### config.mk
export PLATFORM = sky130hd
export DESIGN_NAME = spi_reg_slave_flat
export DESIGN_NICKNAME = d
export VERILOG_FILES = /design/src/rtl/spi_reg_slave_if.sv /design/src/rtl/spi_reg_slave.sv /design/src/flat_wrapper.sv
export SDC_FILE = /design/constraint.sdc
export NUM_CORES = 1
export LEC_CHECK = 0
export ABC_AREA = 1
export BUFFER_PORTS_ARGS = -buffer_cell sky130_fd_sc_hd__buf_4
export CAP_MARGIN = 20
export CORE_MARGIN = 4
export CORE_UTILIZATION = 46
export DETAILED_ROUTE_END_ITERATION = 6
export GPL_ROUTABILITY_DRIVEN = 0
export PLACE_DENSITY = 0.68
export SKIP_CTS_REPAIR_TIMING = 1
export SLEW_MARGIN = 5
export SYNTH_ARGS = -nofsm -noshare
export SYNTH_HDL_FRONTEND = slang
export SYNTH_SLANG_ARGS = --single-unit
### constraint.sdc
create_clock -name SPI_clk_x -period 2.9 [get_ports SPI_clk_x]
set_input_delay 0.58 -clock SPI_clk_x [delete_from_list [all_inputs] [get_ports SPI_clk_x]]
set_output_delay 0.58 -clock SPI_clk_x [all_outputs]
set_load 0.02 [all_outputs]
### src/rtl/spi_reg_slave_if.sv
// SPI pin bundle between an SPI master and the register-file slave.
//   spi_ss_i      slave select, active low (master -> slave)
//   spi_mosi_i    serial data to slave, MSB first (master -> slave)
//   spi_miso_o    serial data from slave, MSB first (slave -> master)
//   spi_miso_oe_o MISO output enable for the pad driver (slave -> master)
interface spi_reg_slave_if;
  logic spi_ss_i;
  logic spi_mosi_i;
  logic spi_miso_o;
  logic spi_miso_oe_o;

  modport master (
    output spi_ss_i,
    output spi_mosi_i,
    input  spi_miso_o,
    input  spi_miso_oe_o
  );

  modport slave (
    input  spi_ss_i,
    input  spi_mosi_i,
    output spi_miso_o,
    output spi_miso_oe_o
  );
endinterface

### src/rtl/spi_reg_slave.sv
// SPI slave register file. Frames are ADDR_W address bits (MSB = read flag,
// remaining bits = register index) followed by DATA_W data bits, MSB first.
// Writes land in a bank of NUM_REGS registers exported flat; reads return the
// addressed register on MISO during the data phase.
// Ports:
//   SPI_clk_x   SPI clock: MOSI sampled on rising edge, MISO updated on falling edge
//   HRESETn     asynchronous active-low reset
//   bus         SPI pins (ss, mosi, miso, miso_oe) via spi_reg_slave_if.slave
//   regs_o      flat register bank, reg i at [i*DATA_W +: DATA_W]
//   wr_toggle_o flips once per committed write (consumer syncs this, then samples regs_o)
//   last_idx_o  index addressed by the last completed frame
//   err_o       last completed frame addressed an index >= NUM_REGS
module spi_reg_slave #(
  parameter int                ADDR_W    = 8,
  parameter int                DATA_W    = 8,
  parameter int                NUM_REGS  = 8,
  parameter logic [DATA_W-1:0] RESET_VAL = '0
) (
  input  logic                       SPI_clk_x,
  input  logic                       HRESETn,
  spi_reg_slave_if.slave             bus,
  output logic [NUM_REGS*DATA_W-1:0] regs_o,
  output logic                       wr_toggle_o,
  output logic [ADDR_W-2:0]          last_idx_o,
  output logic                       err_o
);

  localparam int FRAME_W = ADDR_W + DATA_W;
  localparam int CNT_W   = $clog2(FRAME_W);
  localparam int IDX_W   = ADDR_W - 1;
  localparam int SH_W    = ((ADDR_W > DATA_W) ? ADDR_W : DATA_W) - 1;

  typedef enum logic {PH_ADDR, PH_DATA} phase_e;

  logic [CNT_W-1:0]  cnt;
  logic [SH_W-1:0]   shift;
  logic              frame_rst_n;
  phase_e            phase;
  logic              addr_last;
  logic              frame_last;
  logic [ADDR_W-1:0] addr_word;
  logic [DATA_W-1:0] data_word;
  logic [IDX_W-1:0]  addr_idx;
  logic              addr_rd;
  logic              addr_valid;
  logic [DATA_W-1:0] rd_data;
  logic              rw_q;
  logic [IDX_W-1:0]  idx_q;
  logic              idx_valid_q;
  logic [DATA_W-1:0] tx_q;
  logic [CNT_W-1:0]  data_bit;
  logic [DATA_W-1:0] tx_aligned;
  logic              wr_commit;
  logic [DATA_W-1:0] regs [NUM_REGS];

  assign bus.spi_miso_oe_o = ~bus.spi_ss_i;

  // Deasserting slave select discards any partial frame: the counter and input
  // shifter share the system reset path with ss so they clear without a clock.
  assign frame_rst_n = HRESETn & ~bus.spi_ss_i;

  assign addr_last  = (cnt == CNT_W'(ADDR_W - 1));
  assign frame_last = (cnt == CNT_W'(FRAME_W - 1));
  assign phase      = (cnt >= CNT_W'(ADDR_W)) ? PH_DATA : PH_ADDR;

  // The bit arriving on this edge completes the field, so fields are taken
  // from the shifter concatenated with the live MOSI bit.
  assign addr_word  = {shift[ADDR_W-2:0], bus.spi_mosi_i};
  assign data_word  = {shift[DATA_W-2:0], bus.spi_mosi_i};
  assign addr_rd    = addr_word[ADDR_W-1];
  assign addr_idx   = addr_word[IDX_W-1:0];
  assign addr_valid = ({1'b0, addr_idx} < (IDX_W + 1)'(NUM_REGS));

  always_ff @(posedge SPI_clk_x or negedge frame_rst_n) begin
    if (!frame_rst_n) begin
      cnt   <= '0;
      shift <= '0;
    end else begin
      shift <= {shift[SH_W-2:0], bus.spi_mosi_i};
      cnt   <= frame_last ? '0 : cnt + CNT_W'(1);
    end
  end

  // Read mux; an out-of-range index matches no register and yields zero.
  always_comb begin
    rd_data = '0;
    for (int i = 0; i < NUM_REGS; i++) begin
      if (addr_idx == IDX_W'(i)) rd_data = regs[i];
    end
  end

  // Address latch and transmit load at the end of the address phase.
  always_ff @(posedge SPI_clk_x or negedge HRESETn) begin
    if (!HRESETn) begin
      rw_q        <= 1'b0;
      idx_q       <= '0;
      idx_valid_q <= 1'b0;
      tx_q        <= '0;
    end else if (addr_last) begin
      rw_q        <= addr_rd;
      idx_q       <= addr_idx;
      idx_valid_q <= addr_valid;
      tx_q        <= (addr_rd && addr_valid) ? rd_data : '0;
    end
  end

  // On the falling edge cnt already points at the data bit being presented,
  // so shifting tx left by the data-phase offset exposes that bit at the MSB.
  assign data_bit   = cnt - CNT_W'(ADDR_W);
  assign tx_aligned = tx_q << data_bit;

  always_ff @(negedge SPI_clk_x or negedge HRESETn) begin
    if (!HRESETn) begin
      bus.spi_miso_o <= 1'b0;
    end else if (phase == PH_DATA) begin
      bus.spi_miso_o <= tx_aligned[DATA_W-1];
    end else begin
      bus.spi_miso_o <= 1'b0;
    end
  end

  // Commit on the last bit of a frame; status reflects every completed frame,
  // registers and the toggle only valid writes.
  assign wr_commit = frame_last && !rw_q && idx_valid_q;

  always_ff @(posedge SPI_clk_x or negedge HRESETn) begin
    if (!HRESETn) begin
      for (int i = 0; i < NUM_REGS; i++) regs[i] <= RESET_VAL;
      wr_toggle_o <= 1'b0;
      last_idx_o  <= '0;
      err_o       <= 1'b0;
    end else if (frame_last) begin
      last_idx_o <= idx_q;
      err_o      <= ~idx_valid_q;
      if (wr_commit) begin
        wr_toggle_o <= ~wr_toggle_o;
        for (int i = 0; i < NUM_REGS; i++) begin
          if (idx_q == IDX_W'(i)) regs[i] <= data_word;
        end
      end
    end
  end

  for (genvar g = 0; g < NUM_REGS; g++) begin : g_flat
    assign regs_o[g*DATA_W +: DATA_W] = regs[g];
  end

endmodule
### src/flat_wrapper.sv
// flat-port wrapper written by rule: the top's interface ports become plain ports
module spi_reg_slave_flat 
#(
  parameter int                ADDR_W    = 8,
  parameter int                DATA_W    = 8,
  parameter int                NUM_REGS  = 8,
  parameter logic [DATA_W-1:0] RESET_VAL = '0
)
  (SPI_clk_x, HRESETn, regs_o, wr_toggle_o, last_idx_o, err_o, bus_spi_ss_i, bus_spi_mosi_i, bus_spi_miso_o, bus_spi_miso_oe_o);
  spi_reg_slave_if bus_i ();
  input  logic SPI_clk_x;
  input  logic HRESETn;
  output logic [NUM_REGS*DATA_W-1:0] regs_o;
  output logic wr_toggle_o;
  output logic [ADDR_W-2:0] last_idx_o;
  output logic err_o;
  input wire logic [$bits(bus_i.spi_ss_i)-1:0] bus_spi_ss_i;
  input wire logic [$bits(bus_i.spi_mosi_i)-1:0] bus_spi_mosi_i;
  output wire logic [$bits(bus_i.spi_miso_o)-1:0] bus_spi_miso_o;
  output wire logic [$bits(bus_i.spi_miso_oe_o)-1:0] bus_spi_miso_oe_o;
  assign bus_i.spi_ss_i = bus_spi_ss_i;
  assign bus_i.spi_mosi_i = bus_spi_mosi_i;
  assign bus_spi_miso_o = bus_i.spi_miso_o;
  assign bus_spi_miso_oe_o = bus_i.spi_miso_oe_o;
  spi_reg_slave #(.ADDR_W(ADDR_W), .DATA_W(DATA_W), .NUM_REGS(NUM_REGS), .RESET_VAL(RESET_VAL)) u_core (.SPI_clk_x(SPI_clk_x), .HRESETn(HRESETn), .bus(bus_i), .regs_o(regs_o), .wr_toggle_o(wr_toggle_o), .last_idx_o(last_idx_o), .err_o(err_o));
endmodule
==> results of run 1 <==
[cell usage in the layout, fill, tap and decap left out, types with 3 or more instances in the layout]
cell	synthesis	final
sky130_fd_sc_hd__a21oi_1	6	6
sky130_fd_sc_hd__buf_4	0	82
sky130_fd_sc_hd__clkbuf_8	0	9
sky130_fd_sc_hd__dfrtp_1	101	100
sky130_fd_sc_hd__inv_1	45	45
sky130_fd_sc_hd__inv_6	0	3
sky130_fd_sc_hd__nand2_1	160	160
sky130_fd_sc_hd__nand3_1	22	22
sky130_fd_sc_hd__nand3_2	3	3
sky130_fd_sc_hd__nand4_1	10	10
sky130_fd_sc_hd__nor2_1	45	45
sky130_fd_sc_hd__o21ai_0	89	89
[kinds of logic after synthesis]
kind of cell | share of synthesized area, %
and+or+nand+nor | 23.8
xor gates and xnor gates | 0.198
DFF | 57.6
AOI/OAI and AO/OA | 11.2
muxes | 0.508
buffers and inverters | 6.07
adders and majority gates | 0.565
[per-stage QoR]
stage	setup WS (ns)	setup TNS (ns)
2_1_floorplan	0.388	0
3_3_place_gp	0.335	0
3_5_place_dp	0.243	0
4_1_cts	0.00128	0
5_1_grt	-0.0227	-0.0227
6_report	0.0119	0
[how the worst min path moves through the flow]
stage / slack [ns] / cells after the start / start / endpoint
2_1_floorplan: 0.28 / 0 / HRESETn / u_core.err_o$_DFFE_PN0P_
3_3_place_gp: 0.36 / 0 / u_core.shift[4]$_DFF_PN0_ / u_core.shift[5]$_DFF_PN0_
3_5_place_dp: 0.36 / 0 / u_core.shift[5]$_DFF_PN0_ / u_core.shift[6]$_DFF_PN0_
4_1_cts: 0.26 / 3 / bus_spi_ss_i / u_core.shift[6]$_DFF_PN0_
5_1_grt: 0.27 / 3 / bus_spi_ss_i / u_core.cnt[2]$_DFF_PN0_
6_report: 0.27 / 3 / bus_spi_ss_i / u_core.shift[6]$_DFF_PN0_
[synth_stat cells (2+ instances only)]
cell type                  instances
sky130_fd_sc_hd__buf_6             5
sky130_fd_sc_hd__ha_1              2
sky130_fd_sc_hd__buf_2             5
sky130_fd_sc_hd__dfrtp_1         101
sky130_fd_sc_hd__clkbuf_1          5
sky130_fd_sc_hd__o21ai_1           2
sky130_fd_sc_hd__o21ai_0          89
sky130_fd_sc_hd__nand4_2           2
sky130_fd_sc_hd__nand4_1          10
sky130_fd_sc_hd__nand3_1          22
sky130_fd_sc_hd__nor2_2            2
sky130_fd_sc_hd__inv_1            45
sky130_fd_sc_hd__nand3_2           3
sky130_fd_sc_hd__a21oi_1           6
sky130_fd_sc_hd__mux2_2            2
sky130_fd_sc_hd__nand2_1         160
sky130_fd_sc_hd__nor2_1           45
[registers in the layout, indices dropped and copies added, names as in the netlist]
| register | flops |
|---|---|
| u_core.idx_q | 7 |
| u_core.idx_valid_q | 1 |
| u_core.shift | 7 |
| u_core.tx_q | 8 |
| u_core.bus.spi_miso_o | 1 |
| u_core.regs_o | 64 |
| u_core.cnt | 4 |
| u_core.wr_toggle_o | 1 |
| u_core.err_o | 1 |
| u_core.rw_q | 1 |
| u_core.last_idx_o | 7 |
[metal layers]
layer	part of all wire, %	global-route usage, %	wire [um]
met1	46	28.9	5190
met2	48	33.3	5480
met3	5.3	4.86	603
met4	0.68	3.98	77
met5	0	0	0
[layout make-up]
cell class / count / area share (%)
clock buffer: 10 / 2.39
clock inverter: 6 / 1.29
inverter: 45 / 3.16
multi-input combinational: 353 / 30.2
sequential: 102 / 47.8
tap: 129 / 3.02
timing repair buffer: 84 / 12.1
[power groups by stage]
stage / Sequential, mW / Combinational [mW] / Clock (mW)
finish: 1.45 / 0.119 / 0.903
global route: 1.45 / 0.133 / 0.982
CTS: 1.45 / 0.118 / 0.925
detailed placement: 1.48 / 0.118 / 0
global placement: 1.48 / 0.116 / 0
floorplan: 1.49 / 0.0435 / 0
==> metrics.log, run 1 <==
[metrics] area used by sequential logic in the layout: 2550 um2
[metrics] share of total power in the clock network: 36.5%
[metrics] starting density of the core: 47.5%
[metrics] mean instance size in the synthesized netlist: 8.61 um2
[metrics] normalized max-slew margin: 57.0%
[metrics] number of clock sinks seen by CTS: 102
[metrics] cell-internal power: 1.88 mW
[metrics] worst skew pair latency: 0.36 ns
[metrics] count of input and output buffers: 78
[metrics] asr flop ratio synth: 100%
[metrics] post-route non-filler standard cell count: 729
[metrics] Worst Max-Slew Pin Slew: 0.640 ns
[metrics] Die Footprint: 11,300 um2
[metrics] buffer and inverter count on the worst path: 1
[metrics] largest cells by area after synthesis: sky130_fd_sc_hd__dfrtp_1 57%, sky130_fd_sc_hd__nand2_1 14%, sky130_fd_sc_hd__o21ai_0 10%
[metrics] cell row count: 35
[metrics] ratio of cells with drive above 1 in the final layout: 18.8%
[metrics] leakage power summed over all cells: 2.74 nW
[metrics] fraction of power spent switching nets: 24.2%
[metrics] depth of the CTS H-tree: 3
[metrics] combined global-route utilization of all metal layers: 20.7%
[metrics] share of total power in sequential cells: 58.7%
[metrics] end point of the critical path: bus_spi_miso_o
[metrics] area share of the leading cell type in the synthesized netlist: 57.0%
[metrics] critical setup path kind: reg2out
[metrics] largest clock skew in the final design: 0.0181 ns
[metrics] Nets: 601
[metrics] synthesis warning total: 0
[metrics] kind of cell with the highest combined delay on the critical path: flip-flops
[metrics] distinct cell type count of the synthesized netlist: 26
[metrics] sequential area share after synthesis: 57.6%
[metrics] antenna violations before repair: 0
[metrics] number of remaining DRC errors: 0
[metrics] critical path depth: 1
[metrics] first-pass GRT wire length: 18,400 um
[metrics] arrival time at the worst endpoint: 2.31 ns
[metrics] vias per cell: 5.13
[metrics] combined area of all synthesized cells: 4430 um2
[metrics] detailed-router iteration count before antenna repair: 5
[metrics] reported net switching power: 0.598 mW
[metrics] run status: completed
[metrics] required time at the endpoint of the critical path: 2.32 ns
[metrics] Final setup violation count: 0
[metrics] final count of hold timing violations: 0
[metrics] unrepaired setup endpoints after global routing: yes
[metrics] worst hold-check slack: 0.268 ns
[metrics] number of maximum-capacitance constraint violations: 0
[metrics] mean routed wirelength per cell: 15.6 um
[metrics] syn_nets: 521
[metrics] Gate power share: 4.8%
[metrics] number of cells after detailed placement: 712
[metrics] Max Slew Vio Count: 0
[metrics] end-of-flow core utilization: 57.2%
[metrics] Post-Syn Instances: 515
[metrics] Starting DRT DRC Count: 204
[metrics] area occupied by multi-input gates: 1610 um2
[metrics] Routed Antenna Nets: 0
[metrics] cell-by-cell listing of the critical path: buf_6
[metrics] largest incremental delay on the critical path: 0.40 ns
[metrics] DIE HEIGHT: 106 um
[metrics] fill cell instance count of the final layout: 858
[metrics] Clock Root Buffer: sky130_fd_sc_hd__clkbuf_8
[metrics] Crit Reg-Reg Startpoint: u_core.cnt[0]$_DFF_PN0_
[metrics] half-perimeter wire length of the detailed placement result: 8180 um
[metrics] Top FF cell, synth: sky130_fd_sc_hd__dfrtp_1
[metrics] worst voltage drop across the vdd grid: 0.000251 V
[metrics] detailed-route wire length: 11,300 um
[metrics] Register-to-Register Setup Slack: 0.26 ns
[metrics] overall power after layout: 2.47 mW
[metrics] via count of the first global-routing pass: 3,489
[metrics] number of buffers created by CTS: 9
[metrics] power density over the cells: 463 nW/um2
[metrics] count of vias placed by the detailed router: 3,742
[metrics] antenna diode count: 0
[metrics] capturing element type of the critical path: primary output
[metrics] category of the worst setup path launch point: flip-flop
[metrics] Reg-to-Reg End: u_core.bus.spi_miso_o$_DFF_NN0_
[metrics] type of the worst min-delay path: in2async
[metrics] synthesis-to-layout area growth: 20.4%
[metrics] TritonCTS clock tree: done
[metrics] worst setup path startpoint: u_core.bus.spi_miso_o$_DFF_NN0_
[metrics] number of flops mapped to enable cells by yosys: 0
[metrics] clock-pin slew on the worst setup and hold paths: 0.09 ns
[metrics] Area after DPL: 5120 um2
[metrics] Slowest cell on crit path: sky130_fd_sc_hd__dfrtn_1
[metrics] pin count of the biggest net entering global routing: 91
[metrics] final std cell area, no fill: 5340 um2
[metrics] cell count of the worst reg-to-reg path: 5
[metrics] width of the die: 106 um
[metrics] biggest fanout along the worst timing path: 1
[metrics] biggest area consumer among synthesized cells: sky130_fd_sc_hd__dfrtp_1
[metrics] maximum count of clock buffers along a single path: 2
[metrics] Core Area: 9330 um2
[metrics] number of top-level design ports: 79
[metrics] Synth Register Bits: 102
[metrics] leftover overflow at the end of global routing: 0
Power figures use the tool's default switching activity.
==> run 2, diff against run 1 <==
Settings changed: CTS_CLUSTER_DIAMETER from default to 120, GPL_TIMING_DRIVEN from default to 0.
Clock period 2.9 ns to 3.1 ns, I/O delays scaled along.
==> run 2 against run 1 <==
Hold slack got worse by 0.12 ns. Critical path depth did not move. Wire length is 3.3% higher. Clock skew is 0.0041 ns higher. Power is 2.5% lower. Non-clock buffer count rose by 11. Sequential share of layout area decreased by 0.83 points. Worst setup slack better by 0.060 ns. Global-route usage rose by 1.2 points. Sequential power fell by 6%. Die area is the same. Critical path type unchanged. Highest routed layer unchanged.
==> metrics.log, run 2 (synthesis results as in run 1) <==
[metrics] Core Area: 9330 um2
[metrics] Worst Max-Slew Pin Slew: 0.653 ns
[metrics] Routed Antenna Nets: 0
[metrics] worst setup path startpoint: u_core.bus.spi_miso_o$_DFF_NN0_
[metrics] Slowest cell on crit path: sky130_fd_sc_hd__dfrtn_1
[metrics] worst voltage drop across the vdd grid: 0.000312 V
[metrics] number of remaining DRC errors: 0
[metrics] detailed-router iteration count before antenna repair: 5
[metrics] number of top-level design ports: 79
[metrics] required time at the endpoint of the critical path: 2.48 ns
[metrics] Die Footprint: 11,300 um2
[metrics] antenna violations before repair: 0
[metrics] mean routed wirelength per cell: 15.9 um
[metrics] unrepaired setup endpoints after global routing: no
[metrics] pin count of the biggest net entering global routing: 49
[metrics] first-pass GRT wire length: 19,200 um
[metrics] Max Slew Vio Count: 0
[metrics] largest clock skew in the final design: 0.0223 ns
[metrics] worst skew pair latency: 0.36 ns
[metrics] number of buffers created by CTS: 9
[metrics] number of clock sinks seen by CTS: 102
[metrics] vias per cell: 5.09
[metrics] Clock Root Buffer: sky130_fd_sc_hd__clkbuf_8
[metrics] width of the die: 106 um
[metrics] count of input and output buffers: 78
[metrics] count of vias placed by the detailed router: 3,762
[metrics] leading cell type in the layout, fill and taps excluded: sky130_fd_sc_hd__nand2_1
[metrics] power density over the cells: 444 nW/um2
[metrics] area used by sequential logic in the layout: 2550 um2
[metrics] biggest fanout along the worst timing path: 1
[metrics] PnR worst setup slack: 0.0723 ns
[metrics] run status: completed
[metrics] via count of the first global-routing pass: 3,609
[metrics] category of the worst setup path launch point: flip-flop
[metrics] Starting DRT DRC Count: 188
[metrics] number of maximum-capacitance constraint violations: 0
[metrics] type of the worst min-delay path: in2async
[metrics] combined global-route utilization of all metal layers: 21.9%
[metrics] leakage power summed over all cells: 2.78 nW
[metrics] most frequent cells in the layout: 160 x sky130_fd_sc_hd__nand2_1, 101 x sky130_fd_sc_hd__dfrtp_1, 89 x sky130_fd_sc_hd__o21ai_0, 79 x sky130_fd_sc_hd__buf_4
[metrics] capturing element type of the critical path: primary output
[metrics] antenna diode count: 0
[metrics] detailed-route wire length: 11,700 um
[metrics] Setup TNS: 0 ns
[metrics] final count of hold timing violations: 0
[metrics] Crit Reg-Reg Startpoint: u_core.cnt[0]$_DFF_PN0_
[metrics] cell-by-cell listing of the critical path: buf_4
[metrics] maximum count of clock buffers along a single path: 2
[metrics] normalized max-slew margin: 56.1%
[metrics] synthesis-to-layout area growth: 22.5%
[metrics] area occupied by multi-input gates: 1610 um2
[metrics] half-perimeter wire length of the detailed placement result: 8770 um
[metrics] DIE HEIGHT: 106 um
[metrics] flip-flop count of the largest register after layout: 64
[metrics] worst slack at placement: 0.346 ns
[metrics] starting density of the core: 47.5%
[metrics] Nets: 612
[metrics] TritonCTS clock tree: done
[metrics] fill cell instance count of the final layout: 874
[metrics] arrival time at the worst endpoint: 2.41 ns
[metrics] largest incremental delay on the critical path: 0.39 ns
[metrics] buffer and inverter count on the worst path: 1
[metrics] kind of cell with the highest combined delay on the critical path: flip-flops
[metrics] clock-pin slew on the worst setup and hold paths: 0.09 ns
[metrics] depth of the CTS H-tree: 3
[metrics] leftover overflow at the end of global routing: 0
[metrics] Final setup violation count: 0
[metrics] ratio of cells with drive above 1 in the final layout: 19.2%
[metrics] critical setup path kind: reg2out
[metrics] cell row count: 35
-- run 2: cell types whose count changed in the layout (fill, tap and decap cells not counted), sizes merged --
| cell | delta |
|---|---|
| clkinv | -1 |
| inv | -3 |
| buf | +6 |
| bufinv | +1 |
| clkbuf | +7 |
-- run 2: report_power, final --
| part | switching, mW | internal, mW | total, mW |
|---|---|---|---|
| sequential | 0.0123 | 1.35 | 1.36 |
| combinational | 0.0835 | 0.0268 | 0.110 |
| clock | 0.448 | 0.496 | 0.943 |
| total | 0.544 | 1.87 | 2.41 |
-- run 2: worst paths after layout --
path	to	slack (ns)	cells past startpoint
max	bus_spi_miso_o	0.07	1
min	u_core.cnt[2]$_DFF_PN0_	0.15	2
max reg2reg	u_core.bus.spi_miso_o$_DFF_NN0_	0.32	5
min reg2reg	u_core.shift[6]$_DFF_PN0_	0.39	0
max in group asynchronous	u_core.bus.spi_miso_o$_DFF_NN0_	0.95	1
min in group SPI_clk_x	u_core.shift[6]$_DFF_PN0_	0.39	0
-- run 2: layout make-up --
cell class | count | share of cell area, %
clock buffers | 12 | 2.86
repair buffers | 80 | 11.3
plain buffers | 15 | 1.84
multi-input cells | 353 | 29.7
clock inverters | 3 | 1.24
flip-flops and latches | 102 | 47.0
well taps | 129 | 2.97
inverters | 45 | 3.11
-- run 2: through the flow --
stage	hold slack (ns)	cells	utilization, %	total power, mW	cell area, um2
global placement	0.357	722	55.5	1.49	5180
detailed placement	0.370	723	55.7	1.50	5200
finish	0.151	739	58.2	2.41	5430
global route	0.158	739	58.2	2.50	5430
floorplan	0.324	515	-	1.43	4430
CTS	0.276	738	58.1	2.42	5420
-- run 2: per-layer routing --
metal	global-route usage, %	part of all wire, %	up-vias
li1	-	-	1841
met4	6.48	1.6	0
met1	30.7	46	1788
met3	4.25	4.6	18
met5	0	0	-
met2	34.6	48	115
